**src/rtl/tlul_to_reg.sv**
```systemverilog
// -----------------------------------------------------------------------------
// tlul_to_reg : TL-UL device-side adapter driving one register-interface
// initiator port. A single transaction is in flight at a time. The A-channel
// beat is checked for protocol errors, converted into a register request, and
// the register response is returned on the D channel.
//
// Ports:
//   clk_i      clock
//   rst_ni     asynchronous active-low reset
//   tl_i       TL-UL A channel and d_ready from the host
//   tl_o       TL-UL D channel and a_ready to the host
//   reg_req_o  register request (addr, write, wdata, wstrb, valid)
//   reg_rsp_i  register response (rdata, error, ready)
//
// Optional feature macro: TLUL_TO_REG_TIMEOUT_EN
//   When defined, a request that sees no ready for TimeoutCycles cycles is
//   aborted and answered with d_error = 1. When undefined, REQ waits forever.
// -----------------------------------------------------------------------------

package tlul_pkg;
  localparam logic [2:0] PUT_FULL_DATA    = 3'h0;
  localparam logic [2:0] PUT_PARTIAL_DATA = 3'h1;
  localparam logic [2:0] GET              = 3'h4;
  localparam logic [2:0] ACCESS_ACK       = 3'h0;
  localparam logic [2:0] ACCESS_ACK_DATA  = 3'h1;

  typedef struct packed {
    logic        a_valid;
    logic [2:0]  a_opcode;
    logic [2:0]  a_param;
    logic [1:0]  a_size;
    logic [7:0]  a_source;
    logic [31:0] a_address;
    logic [3:0]  a_mask;
    logic [31:0] a_data;
    logic [15:0] a_user;
    logic        d_ready;
  } tl_h2d_t;

  typedef struct packed {
    logic        d_valid;
    logic [2:0]  d_opcode;
    logic [2:0]  d_param;
    logic [1:0]  d_size;
    logic [7:0]  d_source;
    logic        d_sink;
    logic [31:0] d_data;
    logic [15:0] d_user;
    logic        d_error;
    logic        a_ready;
  } tl_d2h_t;
endpackage

package core_v_mcu_pkg;
  typedef struct packed {
    logic [31:0] addr;
    logic        write;
    logic [31:0] wdata;
    logic [3:0]  wstrb;
    logic        valid;
  } reg_req_t;

  typedef struct packed {
    logic [31:0] rdata;
    logic        error;
    logic        ready;
  } reg_rsp_t;
endpackage

module tlul_to_reg #(
  parameter int unsigned TimeoutCycles = 32'd1024
) (
  input  logic                     clk_i,
  input  logic                     rst_ni,
  input  tlul_pkg::tl_h2d_t        tl_i,
  output tlul_pkg::tl_d2h_t        tl_o,
  output core_v_mcu_pkg::reg_req_t reg_req_o,
  input  core_v_mcu_pkg::reg_rsp_t reg_rsp_i
);

  typedef enum logic [1:0] {IDLE = 2'd0, REQ = 2'd1, RSP = 2'd2} state_e;

  // An access must be naturally aligned to its size; size 3 is never legal.
  function automatic logic misaligned(input logic [1:0] size, input logic [1:0] addr_lsb);
    case (size)
      2'd0:    misaligned = 1'b0;
      2'd1:    misaligned = addr_lsb[0];
      2'd2:    misaligned = |addr_lsb;
      default: misaligned = 1'b1;
    endcase
  endfunction

  state_e      state_r;
  logic [2:0]  op_r;
  logic [1:0]  size_r;
  logic [7:0]  source_r;

  logic        a_ready_r;
  logic        d_valid_r;
  logic [2:0]  d_opcode_r;
  logic [1:0]  d_size_r;
  logic [7:0]  d_source_r;
  logic [31:0] d_data_r;
  logic        d_error_r;

  logic        req_valid_r;
  logic [31:0] req_addr_r;
  logic        req_write_r;
  logic [31:0] req_wdata_r;
  logic [3:0]  req_wstrb_r;

  logic        a_is_get_s;
  logic        a_is_put_s;
  logic        a_err_s;
  logic        op_is_get_s;
  logic        tmo_expire_s;
  logic        unused_tl_s;

  // Protocol checks on the incoming A beat.
  always_comb begin
    a_is_get_s = (tl_i.a_opcode == tlul_pkg::GET);
    a_is_put_s = (tl_i.a_opcode == tlul_pkg::PUT_FULL_DATA) ||
                 (tl_i.a_opcode == tlul_pkg::PUT_PARTIAL_DATA);
    a_err_s    = 1'b0;
    if (!(a_is_get_s || a_is_put_s)) begin
      a_err_s = 1'b1;
    end else if (misaligned(tl_i.a_size, tl_i.a_address[1:0])) begin
      a_err_s = 1'b1;
    end else if (a_is_put_s && (tl_i.a_mask == 4'h0)) begin
      a_err_s = 1'b1;
    end else begin
      a_err_s = 1'b0;
    end
  end

  assign op_is_get_s = (op_r == tlul_pkg::GET);
  assign unused_tl_s = ^{tl_i.a_param, tl_i.a_user};

`ifdef TLUL_TO_REG_TIMEOUT_EN
  logic [31:0] tmo_cnt_r;

  // Cycle counter for the current REQ phase; parked at zero outside REQ.
  always_ff @(posedge clk_i or negedge rst_ni) begin
    if (!rst_ni) begin
      tmo_cnt_r <= 32'd0;
    end else if (state_r != REQ) begin
      tmo_cnt_r <= 32'd0;
    end else if (!reg_rsp_i.ready) begin
      tmo_cnt_r <= tmo_cnt_r + 32'd1;
    end
  end

  // A ready arriving in the expiry cycle takes precedence over the abort.
  assign tmo_expire_s = (TimeoutCycles != 32'd0) && (state_r == REQ) &&
                        !reg_rsp_i.ready && (tmo_cnt_r == TimeoutCycles - 32'd1);
`else
  logic unused_tmo_s;
  assign tmo_expire_s = 1'b0;
  assign unused_tmo_s = ^TimeoutCycles;
`endif

  // Transaction FSM; every output is a register updated on state transitions.
  always_ff @(posedge clk_i or negedge rst_ni) begin
    if (!rst_ni) begin
      state_r     <= IDLE;
      op_r        <= 3'd0;
      size_r      <= 2'd0;
      source_r    <= 8'd0;
      a_ready_r   <= 1'b1;
      d_valid_r   <= 1'b0;
      d_opcode_r  <= 3'd0;
      d_size_r    <= 2'd0;
      d_source_r  <= 8'd0;
      d_data_r    <= 32'd0;
      d_error_r   <= 1'b0;
      req_valid_r <= 1'b0;
      req_addr_r  <= 32'd0;
      req_write_r <= 1'b0;
      req_wdata_r <= 32'd0;
      req_wstrb_r <= 4'd0;
    end else begin
      case (state_r)
        IDLE: begin
          if (tl_i.a_valid) begin
            op_r      <= tl_i.a_opcode;
            size_r    <= tl_i.a_size;
            source_r  <= tl_i.a_source;
            a_ready_r <= 1'b0;
            if (a_err_s) begin
              // Rejected beat: answer immediately without touching the bus.
              state_r    <= RSP;
              d_valid_r  <= 1'b1;
              d_opcode_r <= a_is_get_s ? tlul_pkg::ACCESS_ACK_DATA : tlul_pkg::ACCESS_ACK;
              d_size_r   <= tl_i.a_size;
              d_source_r <= tl_i.a_source;
              d_data_r   <= a_is_get_s ? 32'hFFFF_FFFF : 32'd0;
              d_error_r  <= 1'b1;
            end else begin
              state_r     <= REQ;
              req_valid_r <= 1'b1;
              req_addr_r  <= {tl_i.a_address[31:2], 2'b00};
              req_write_r <= !a_is_get_s;
              req_wdata_r <= tl_i.a_data;
              req_wstrb_r <= a_is_get_s ? 4'd0 : tl_i.a_mask;
            end
          end
        end
        REQ: begin
          if (reg_rsp_i.ready || tmo_expire_s) begin
            state_r     <= RSP;
            req_valid_r <= 1'b0;
            req_addr_r  <= 32'd0;
            req_write_r <= 1'b0;
            req_wdata_r <= 32'd0;
            req_wstrb_r <= 4'd0;
            d_valid_r   <= 1'b1;
            d_opcode_r  <= op_is_get_s ? tlul_pkg::ACCESS_ACK_DATA : tlul_pkg::ACCESS_ACK;
            d_size_r    <= size_r;
            d_source_r  <= source_r;
            // A timeout only wins when ready is absent (tmo_expire_s implies !ready).
            if (tmo_expire_s || reg_rsp_i.error) begin
              d_error_r <= 1'b1;
              d_data_r  <= op_is_get_s ? 32'hFFFF_FFFF : 32'd0;
            end else begin
              d_error_r <= 1'b0;
              d_data_r  <= op_is_get_s ? reg_rsp_i.rdata : 32'd0;
            end
          end
        end
        RSP: begin
          if (tl_i.d_ready) begin
            state_r    <= IDLE;
            a_ready_r  <= 1'b1;
            d_valid_r  <= 1'b0;
            d_opcode_r <= 3'd0;
            d_size_r   <= 2'd0;
            d_source_r <= 8'd0;
            d_data_r   <= 32'd0;
            d_error_r  <= 1'b0;
          end
        end
        default: begin
          state_r     <= IDLE;
          a_ready_r   <= 1'b1;
          d_valid_r   <= 1'b0;
          req_valid_r <= 1'b0;
        end
      endcase
    end
  end

  assign tl_o = '{
    d_valid:  d_valid_r,
    d_opcode: d_opcode_r,
    d_param:  3'd0,
    d_size:   d_size_r,
    d_source: d_source_r,
    d_sink:   1'b0,
    d_data:   d_data_r,
    d_user:   16'd0,
    d_error:  d_error_r,
    a_ready:  a_ready_r
  };

  assign reg_req_o = '{
    addr:  req_addr_r,
    write: req_write_r,
    wdata: req_wdata_r,
    wstrb: req_wstrb_r,
    valid: req_valid_r
  };

endmodule

```
**config.mk**
```make
export PLATFORM = sky130hd
export DESIGN_NAME = tlul_to_reg
export DESIGN_NICKNAME = d
export VERILOG_FILES = /design/src/rtl/tlul_to_reg.sv
export SDC_FILE = /design/constraint.sdc
export NUM_CORES = 1
export LEC_CHECK = 0
export ABC_AREA = 0
export BUFFER_PORTS_ARGS = -buffer_cell sky130_fd_sc_hd__buf_2
export CAP_MARGIN = 20
export CORE_ASPECT_RATIO = 0.9
export CORE_MARGIN = 3
export CORE_UTILIZATION = 32
export CTS_CLUSTER_SIZE = 12
export DETAILED_ROUTE_END_ITERATION = 6
export SETUP_SLACK_MARGIN = 0.05
export SYNTH_ARGS = -nofsm -noshare
export SYNTH_HDL_FRONTEND = slang
export SYNTH_SLANG_ARGS = --single-unit
```
**constraint.sdc**
```tcl
create_clock -name clk_i -period 2.15 [get_ports clk_i]
set_input_delay 0.215 -clock clk_i [delete_from_list [all_inputs] [get_ports clk_i]]
set_output_delay 0.215 -clock clk_i [all_outputs]
set_load 0.02 [all_outputs]
```
==> impl_metrics.ini, run 1 <==
[sta]
setup_viol = 0
finalCriticalPeriod_ns = 2.04
fmax_ghz = 0.489
maxSlewHeadroom_pct = 61.6
period_share_pct = 95.1
skew_ns = 0.0116
hold_viol_final = 0
tns_ns = 0
rsz0062_at_grt = yes
worst_pin_slew_ns = 0.576
maxSlewViolCount = 0

[power_and_ir_drop]
p_leak_uw = 0.00394
ir_drop_mv = 0.743
finalPower_uw = 12900
power_density_mw_per_mm2 = 1630

[synthesis]
synth_top_family_by_area = compound AO/OA/AOI/OAI gates
synthFlopType = dfrtp_1
yosysUniqueCellTypes = 35
synth_fa_ha_area_share_pct = 0.685
synth_area_per_cell_sq_um = 12.3
yosys_warnings = 0
synthSimpleGateAreaFrac_pct = 4.57
synthXorXnorAreaFrac_pct = 0
synthMuxAreaShare_pct = 3.08
syn_area_sq_mm = 0.00548
ys_seq_area_share_pct = 59.0
syn_inst = 447
synth_edf_count = 0
synth_compound_area_share_pct = 24.3
synth-seq-cells = 129
async_flop_share_pct = 100

[floorplanning]
die_y_microns = 130
start_util_pct = 33.3
die_area_sq_mm = 0.0187
coreArea_sq_mm = 0.0165
die_x_microns = 144
rows = 44
boundaryPins = 276

[grt]
grt_max_degree = 68
antenna_found_initial = 1
grt_pass1_wl_microns = 23600
grt_overflow_total = 0
grt_pass1_vias = 4624
track_usage_pct = 15.9

[job]
drv_cap = 0

[worst_setup_path]
crit_fanout = 23
critical_path_class = flip-flop to flip-flop
worstPathArrival_ns = 2.34
worstSetupEndpointType = flip-flop
critPathLaunchType = flip-flop
crit_required_ns = 2.44

[layout]
final_net_count = 836
drive_above_1_share_pct = 47.0
final_util_pct = 47.9
syn_to_final_growth_pct = 43.9
fin_area_sq_mm = 0.00788

[place]
hpwlAfterDp_microns = 10900
port_buffers = 232
routabilityCongestion = 0.797
placed_area_sq_mm = 0.00690

[routing]
firstDrtPassIters = 4
avgViaCountPerCell = 5.07
route.detailed.drc = 0
detail_route.wl_per_cell_microns = 17.1
final_antenna_net_count = 0
wl_microns = 15700
first_iter_violations = 239
vias = 4646

[clock_tree]
cts_htree_levels = 4
clkSlewWorstSetupHoldPaths_ns = 0.06
cts_buffer_depth = 2
cts_sinks = 129
clk-insertion-delay-late_ns = 0.41
cts_tree = yes
cts_made_buffers = 17
cts_root_buf = clkbuf_16

[status]
outcome = completed

[min_path]
min_path_type = input port to flip-flop
## logic make-up after synthesis
family | after synthesis
multiplexers | 15
AND/OR/NAND/NOR | 52
flip-flops | 129
AO/OA/AOI/OAI | 165
buffers and inverters | 82
other | 1
adder cells (fa/ha/maj) | 3
## where the power goes
group          switching [uW]  total (uW)  internal [uW]
combinational            3000        5710           2710
clock                    1110        3190           2080
sequential                522        3990           3470
total                    4630       12900           8250
## per-layer routing
layer	vias up	share of wire (%)	wire [microns]	track usage, %
li1	2139	-	-	-
met1	2296	42	6600	20.3
met2	192	49	7620	26.1
met3	19	7.3	1150	4.51
met4	0	1.8	284	5.37
met5	-	0	0	0
## Yosys cell counts (4+ instances only)
master	instances	area, sq um
nand2b_1	4	25.0
and2_1	5	31.3
a32o_1	67	671
o21ai_0	54	270
mux2_2	15	169
buf_4	35	263
clkbuf_1	25	93.8
dfrtp_1	128	3200
nor2_1	4	15.0
buf_2	8	40.0
inv_1	13	48.8
a2bb2oi_1	33	289
nand2_1	27	101
## path summary, 6_finish.rpt
kind | slack, ns | to | startpoint | depth (start not counted)
worst min register to register | 0.48 | source_r[2] | source_r[2] | 2
worst max register to register | 0.11 | req_addr_r[22] | state_r[1] | 7
max in group asynchronous | 1.08 | a_ready_r | rst_ni | 3
worst max-delay path | 0.11 | req_addr_r[22] | state_r[1] | 7
min in group asynchronous | 0.35 | req_addr_r[17] | rst_ni | 2
worst min-delay path | 0.02 | req_wdata_r[5] | tl_i[22] | 2
## cell type report
| type | count | area (sq um) |
|---|---|---|
| inverter | 13 | 48.8 |
| multi-input combinational | 259 | 1960 |
| timing repair buffer | 275 | 1730 |
| tap | 207 | 259 |
| clock buffer | 17 | 425 |
| antenna | 1 | 2.50 |
| fill | 1492 | 8580 |
| sequential | 129 | 3230 |
| clock inverter | 15 | 231 |
## cells in the final DEF (no fill, tap or decap), types with 4 or more instances in the layout
cell type        n
mux2_2          15
buf_4           21
dlygate4sd3_1    7
inv_1           11
bufinv_16        5
conb_1          24
buf_12           7
a32o_1          67
o21ai_0         54
dfrtp_1        128
and2_1           5
buf_2          231
a2bb2oi_1       31
nand2_1         26
nor2_1           4
clkbuf_16       19
## worst max-delay path, cell delays in order, from the launching register on
cell       delay, ns
dfrtp_1         0.37
inv_2           0.07
ha_2            0.18
nand2b_1        0.10
nand2_2         0.07
or4_4           0.57
bufbuf_16       0.32
a32o_1          0.25
## state kept, by name (all words and copies together) (netlist names)
name and cells:
req_wstrb_r 4, d_source_r 8, a_ready_r 1, d_data_r 32, state_r 2, d_opcode_r 1
d_error_r 1, req_valid_r 1, req_addr_r 30, d_size_r 2, op_r 3, req_write_r 1
req_wdata_r 32, source_r 8, d_valid_r 1, size_r 2
## metrics by stage
stage / cells / hold slack [ns] / setup slack, ns
3_3_place_gp: 868 / 0.218 / -0.0320
5_1_grt: 916 / 0.00731 / 0.0379
6_report: 916 / 0.0201 / 0.106
4_1_cts: 911 / 0.00121 / 0.0727
2_1_floorplan: 470 / -0.0806 / 0.0239
3_5_place_dp: 868 / 0.231 / -0.105
## what timing repair did
item                       4_1_cts  5_1_grt
hold buffers                     6        1
setup endpoints to repair       93       27
buffers inserted                 2        1
cloned                           3        2
resized for setup                8        8
pin swaps                        2        2
hold endpoints to repair        64        1
No activity file was read; power rests on OpenSTA's default activity.
==> inputs of run 2 (changes only) <==
--- a/config.mk
+++ b/config.mk
@@ -6,13 +6,14 @@
 export NUM_CORES = 1
 export LEC_CHECK = 0
 export ABC_AREA = 0
-export BUFFER_PORTS_ARGS = -buffer_cell sky130_fd_sc_hd__buf_2
+export BUFFER_PORTS_ARGS = -buffer_cell sky130_fd_sc_hd__buf_4
 export CAP_MARGIN = 20
 export CORE_ASPECT_RATIO = 0.9
 export CORE_MARGIN = 3
 export CORE_UTILIZATION = 32
 export CTS_CLUSTER_SIZE = 12
 export DETAILED_ROUTE_END_ITERATION = 6
+export PLACE_DENSITY = 0.72
 export SETUP_SLACK_MARGIN = 0.05
 export SYNTH_ARGS = -nofsm -noshare
 export SYNTH_HDL_FRONTEND = slang
==> impl_metrics.ini, run 2 (synthesis results as in run 1) <==
[status]
outcome = completed

[power_and_ir_drop]
ir_drop_mv = 0.674
p_leak_uw = 0.00411
power_density_mw_per_mm2 = 1570
seq_power_share_pct = 30.0
power_frac_comb_pct = 46.9
p_sw_uw = 4670
power.internal_uw = 8770
p_sw_share_pct = 34.8
power_frac_clock_pct = 23.0

[sta]
finalCriticalPeriod_ns = 2.05
skew_ns = 0.00830
maxSlewHeadroom_pct = 62.0
tns_ns = 0
hold_viol_final = 0
rsz0062_at_grt = yes
maxSlewViolCount = 0
period_share_pct = 95.2
worst_pin_slew_ns = 0.570
fmax_ghz = 0.489
setup_viol = 0
fin_ws_ns = 0.104

[grt]
track_usage_pct = 16.4
grt_pass1_vias = 4544
grt_max_degree = 68
grt_pass1_wl_microns = 24000
grt_overflow_total = 0
antenna_found_initial = 0

[layout]
final_net_count = 845
fin_area_sq_mm = 0.00854
fin_cells = 923
drive_above_1_share_pct = 46.8
top_regs = d_data_r x32, req_wdata_r x32, req_addr_r x30
nFillCells = 1422
final_util_pct = 51.9
layout_commonest_cell = buf_4
diodes = 0
syn_to_final_growth_pct = 56.0
mostFrequentLayoutCells = buf_4 (253), dfrtp_1 (128), a32o_1 (67)

[worst_setup_path]
critical_path_class = flip-flop to flip-flop
rr_startpoint = state_r[0]
cp-startpoint = state_r[0]
crit_fanout = 6
worstPathArrival_ns = 2.34
crit_required_ns = 2.44
critPathLaunchType = flip-flop
worstSetupEndpointType = flip-flop

[clock_tree]
cts_root_buf = clkbuf_16
cts_made_buffers = 17
clkSlewWorstSetupHoldPaths_ns = 0.06
cts_htree_levels = 4
clk-insertion-delay-late_ns = 0.41
cts_sinks = 129
cts_buffer_depth = 2
cts_tree = yes

[place]
preCtsSetupSlack_ns = -0.114
placed_area_sq_mm = 0.00753
routabilityCongestion = 0.764
port_buffers = 232
hpwlAfterDp_microns = 10800
dp.cells = 871

[routing]
detail_route.wl_per_cell_microns = 17.7
avgViaCountPerCell = 5.04
first_iter_violations = 239
final_antenna_net_count = 0
vias = 4650
firstDrtPassIters = 4
route.detailed.drc = 0
wl_microns = 16400

[floorplanning]
die_y_microns = 130
rows = 44
die_area_sq_mm = 0.0187
coreArea_sq_mm = 0.0165
boundaryPins = 276
start_util_pct = 33.3
die_x_microns = 144

[min_path]
min_from = tl_i[57]
min_path_type = input port to flip-flop

[job]
drv_cap = 0
-- run 2: cell types whose count changed in the layout (fill, tap and decap cells not counted), sizes merged --
| cell | previous run | this run |
|---|---|---|
| clkinv | 5 | 3 |
| dlygate4sd3 | 7 | 14 |
| inv | 17 | 13 |
| bufinv | 5 | 4 |
| bufbuf | 2 | 0 |
| clkinvlp | 1 | 2 |
| diode | 1 | 0 |
| buf | 264 | 266 |
| clkbuf | 19 | 26 |
-- run 2: power groups by stage --
stage	Combinational, uW	Sequential, uW	Clock (uW)
after floorplan	2340	5000	0
after global placement	5630	4010	0
after detailed placement	5710	4040	0
after CTS	5750	4020	3180
after global routing	6720	4150	3310
final	6310	4040	3100
-- run 2: path summary, 6_finish.rpt --
path,to,slack [ns],cells past startpoint
max in group asynchronous,req_addr_r[21],1.19,3
min in group asynchronous,d_source_r[5],0.28,2
hold / removal,req_addr_r[4],0.02,2
setup / recovery,d_source_r[6],0.10,7
setup reg to reg,d_source_r[6],0.10,7
hold reg to reg,size_r[0],0.48,2
-- run 2: final cells by class --
cell class              count  area, sq um  share of cell area [%]
clock inverters             9          154                    1.80
multi-input cells         259         1980                    23.2
flip-flops and latches    129         3230                    37.8
well taps                 207          259                    3.03
clock buffers              22          484                    5.67
inverters                  13         48.8                   0.571
repair buffers            284         2390                    27.9
-- run 2: layer usage --
metal | track usage [%] | share of wire, %
met5 | 0 | 0
met4 | 5.92 | 1.5
met1 | 21.5 | 43
met2 | 25.5 | 49
met3 | 5.50 | 6.6
-- run 2: stage by stage --
step                power [uW]  hold WS, ns
finish                   13400       0.0216
global placement          9640        0.192
global route             14200    0.0000966
detailed placement        9750        0.191
CTS                      13000     0.000305
floorplan                 7340      -0.0806
-- run 2: critical path, stage by stage (launching register included) --
cell       delay (ns)
dfrtp_1          0.39
inv_2            0.07
ha_4             0.27
buf_8            0.09
nor2_1           0.08
a311oi_4         0.45
clkbuf_16        0.24
mux2_2           0.33
-- run 2: what timing repair did --
| action | 4_1_cts | 5_1_grt |
|---|---|---|
| hold endpoints to repair | 32 | 9 |
| setup endpoints to repair | 70 | 71 |
| gates cloned | 1 | 5 |
| hold buffers | 5 | 9 |
| buffers inserted | 0 | 1 |
| pin swaps | 3 | 4 |
| gates resized for setup | 5 | 16 |
==> inputs of run 3 (changes only) <==
--- a/config.mk
+++ b/config.mk
@@ -5,7 +5,7 @@
 export SDC_FILE = /design/constraint.sdc
 export NUM_CORES = 1
 export LEC_CHECK = 0
-export ABC_AREA = 0
+export ABC_AREA = 1
 export BUFFER_PORTS_ARGS = -buffer_cell sky130_fd_sc_hd__buf_4
 export CAP_MARGIN = 20
 export CORE_ASPECT_RATIO = 0.9
@@ -13,7 +13,7 @@
 export CORE_UTILIZATION = 32
 export CTS_CLUSTER_SIZE = 12
 export DETAILED_ROUTE_END_ITERATION = 6
-export PLACE_DENSITY = 0.72
+export PLACE_DENSITY = 0.71
 export SETUP_SLACK_MARGIN = 0.05
 export SYNTH_ARGS = -nofsm -noshare
 export SYNTH_HDL_FRONTEND = slang
==> impl_metrics.ini, run 3 <==
[min_path]
holdPathStages = 2
min_path_type = input port to flip-flop
min_from = tl_i[98]
hold_end = op_r[0]

[layout]
diodes = 0
top_regs = d_data_r x32, req_wdata_r x32, req_addr_r x30
final_net_count = 1082
syn_to_final_growth_pct = 42.2
layout_commonest_cell = buf_4
drive_above_1_share_pct = 31.7
nFillCells = 1744
mostFrequentLayoutCells = buf_4 (255), nand2_1 (254), dfrtp_1 (128)

[routing]
avgViaCountPerCell = 4.64
vias = 5539
route.detailed.drc = 0
detail_route.wl_per_cell_microns = 14.9
final_antenna_net_count = 0
first_iter_violations = 269
wl_microns = 17800
firstDrtPassIters = 4

[synthesis]
syn_area_sq_mm = 0.00599
synth-seq-cells = 129
synthFlopType = dfrtp_1
synth_edf_count = 0
ys_top_cells_by_area = dfrtp_1 (53%), nand2_1 (16%), o21ai_0 (5.2%), o21ai_1 (5.1%), nand4_1 (4.6%)
synth_common_cells = nand2_1 (254), dfrtp_1 (128), o21ai_0 (62)
yosysMostFrequentCell = nand2_1
synth_top_area_share_pct = 53.5
synth_area_per_cell_sq_um = 8.32
ys_seq_area_share_pct = 53.9
syn_inst = 720
async_flop_share_pct = 100
yosys_warnings = 0
yosysUniqueCellTypes = 28
synth_top_cell_by_area = dfrtp_1

[worst_setup_path]
cp_slowest_cell = dfrtp_1
worstSetupEndpointType = flip-flop
reg2reg_slack_ns = 0.22
crit_chain = inv_1, ha_1, inv_2, o22ai_2, nor2_4, buf_4, nand2_1, nand2_1, o21ai_0
worstPathArrival_ns = 2.23
crit_required_ns = 2.45
critPathLaunchType = flip-flop
rr_startpoint = state_r[1]
crit_path_frequent_cell = nand2_1
slowest_delay_ns = 0.36
ff2ff_path_depth = 9
worstReg2RegEnd = d_valid_r
critical_path_class = flip-flop to flip-flop
crit_fanout = 26

[sta]
worst_pin_slew_ns = 0.717
fin_ws_ns = 0.222
fmax_ghz = 0.519
maxSlewHeadroom_pct = 52.2
finalCriticalPeriod_ns = 1.93
rsz0062_at_grt = no
maxSlewViolCount = 0
period_share_pct = 89.7
skew_ns = 0.0139
setup_viol = 0
tns_ns = 0
hold_viol_final = 0

[grt]
grt_overflow_total = 0
track_usage_pct = 17.1
grt_max_degree = 70
grt_pass1_vias = 5243
grt_pass1_wl_microns = 27300
antenna_found_initial = 0

[status]
outcome = completed

[floorplanning]
boundaryPins = 276
start_util_pct = 33.3
rows = 46
coreArea_sq_mm = 0.0180
die_x_microns = 150
die_y_microns = 136
die_area_sq_mm = 0.0204

[place]
routabilityCongestion = 0.829
hpwlAfterDp_microns = 12400
preCtsSetupSlack_ns = 0.0622
port_buffers = 232

[clock_tree]
clkSlewWorstSetupHoldPaths_ns = 0.06
cts_root_buf = clkbuf_16
cts_tree = yes
clk-insertion-delay-late_ns = 0.42
cts_sinks = 129
cts_htree_levels = 4
cts_buffer_depth = 2
cts_made_buffers = 17

[power_and_ir_drop]
power_density_mw_per_mm2 = 1680
p_leak_uw = 0.00458
ir_drop_mv = 0.815

[job]
drv_cap = 0
run 3: cells by family (layout without fill, tap and decap cells):
group	count (synthesis)	count (layout)	synth area share, %
mux	2	2	0.376
compound gates	128	128	10.9
fa+ha+maj	3	3	0.627
buf+inv	103	313	9.47
other cells	1	24	0.0626
simple gates	354	355	24.6
flops	129	129	53.9
run 3: how the worst max path moves through the flow:
stage                     cells past startpoint        from  slack (ns)        endpoint
after floorplan                               8  state_r[1]        0.53      state_r[0]
after global placement                        9  state_r[0]        0.12       d_valid_r
after detailed placement                      9  state_r[0]        0.06       d_valid_r
after CTS                                    10  state_r[1]        0.15  req_addr_r[30]
after global routing                         10  state_r[1]        0.06  req_wstrb_r[0]
final                                         9  state_r[1]        0.22       d_valid_r
run 3: what timing repair did:
action	CTS	global route
gates cloned	1	0
hold buffers	1	0
endpoints found under the setup margin	1	55
pin swaps	1	1
setup buffers	0	3
resized for setup	0	0
hold endpoints to repair	42	0
run 3: per-layer routing:
layer  part of all wire, %  wire, microns  track usage, %  vias to the layer above
met5                     0              0               0                        -
met4                   1.7            305            5.44                        0
met3                   7.8           1390            5.65                       23
met2                    47           8360            27.2                      190
met1                    43           7720            22.1                     2575
li1                      -              -               -                     2751
run 3: metrics by stage:
stage          total power, uW  cells  instance area (sq um)  util (%)  hold WS, ns
4_1_cts                  14400   1191                   8490      47.3       0.0307
3_3_place_gp             11100   1157                   7840      43.7        0.168
3_5_place_dp             11200   1157                   7840      43.7        0.169
5_1_grt                  15400   1194                   8510      47.4       0.0307
2_1_floorplan             8550    743                   6070         -      -0.0806
6_report                 14300   1194                   8510      47.4       0.0512
run 3: critical path, delay by kind of cell (launching register included):
kind | cells | cell delay, ns
adders and majority gates | 1 | 0.22
and+or+nand+nor | 3 | 0.54
DFF | 1 | 0.36
buffers and inverters | 3 | 0.51
AOI/OAI and AO/OA | 2 | 0.18
run 3: power by group:
group,internal (uW),switching [uW]
logic,2610,4380
registers,3590,631
clock network,1960,1160
run 3: area by class of cell:
cell class / count / area [sq um] / share of cell area, %
Clock buffer: 17 / 425 / 5.00
Clock inverter: 15 / 206 / 2.42
Inverter: 22 / 82.6 / 0.970
Multi-Input combinational cell: 512 / 2290 / 27.0
Sequential cell: 129 / 3230 / 37.9
Tap cell: 240 / 300 / 3.53
Timing Repair Buffer: 259 / 1980 / 23.2
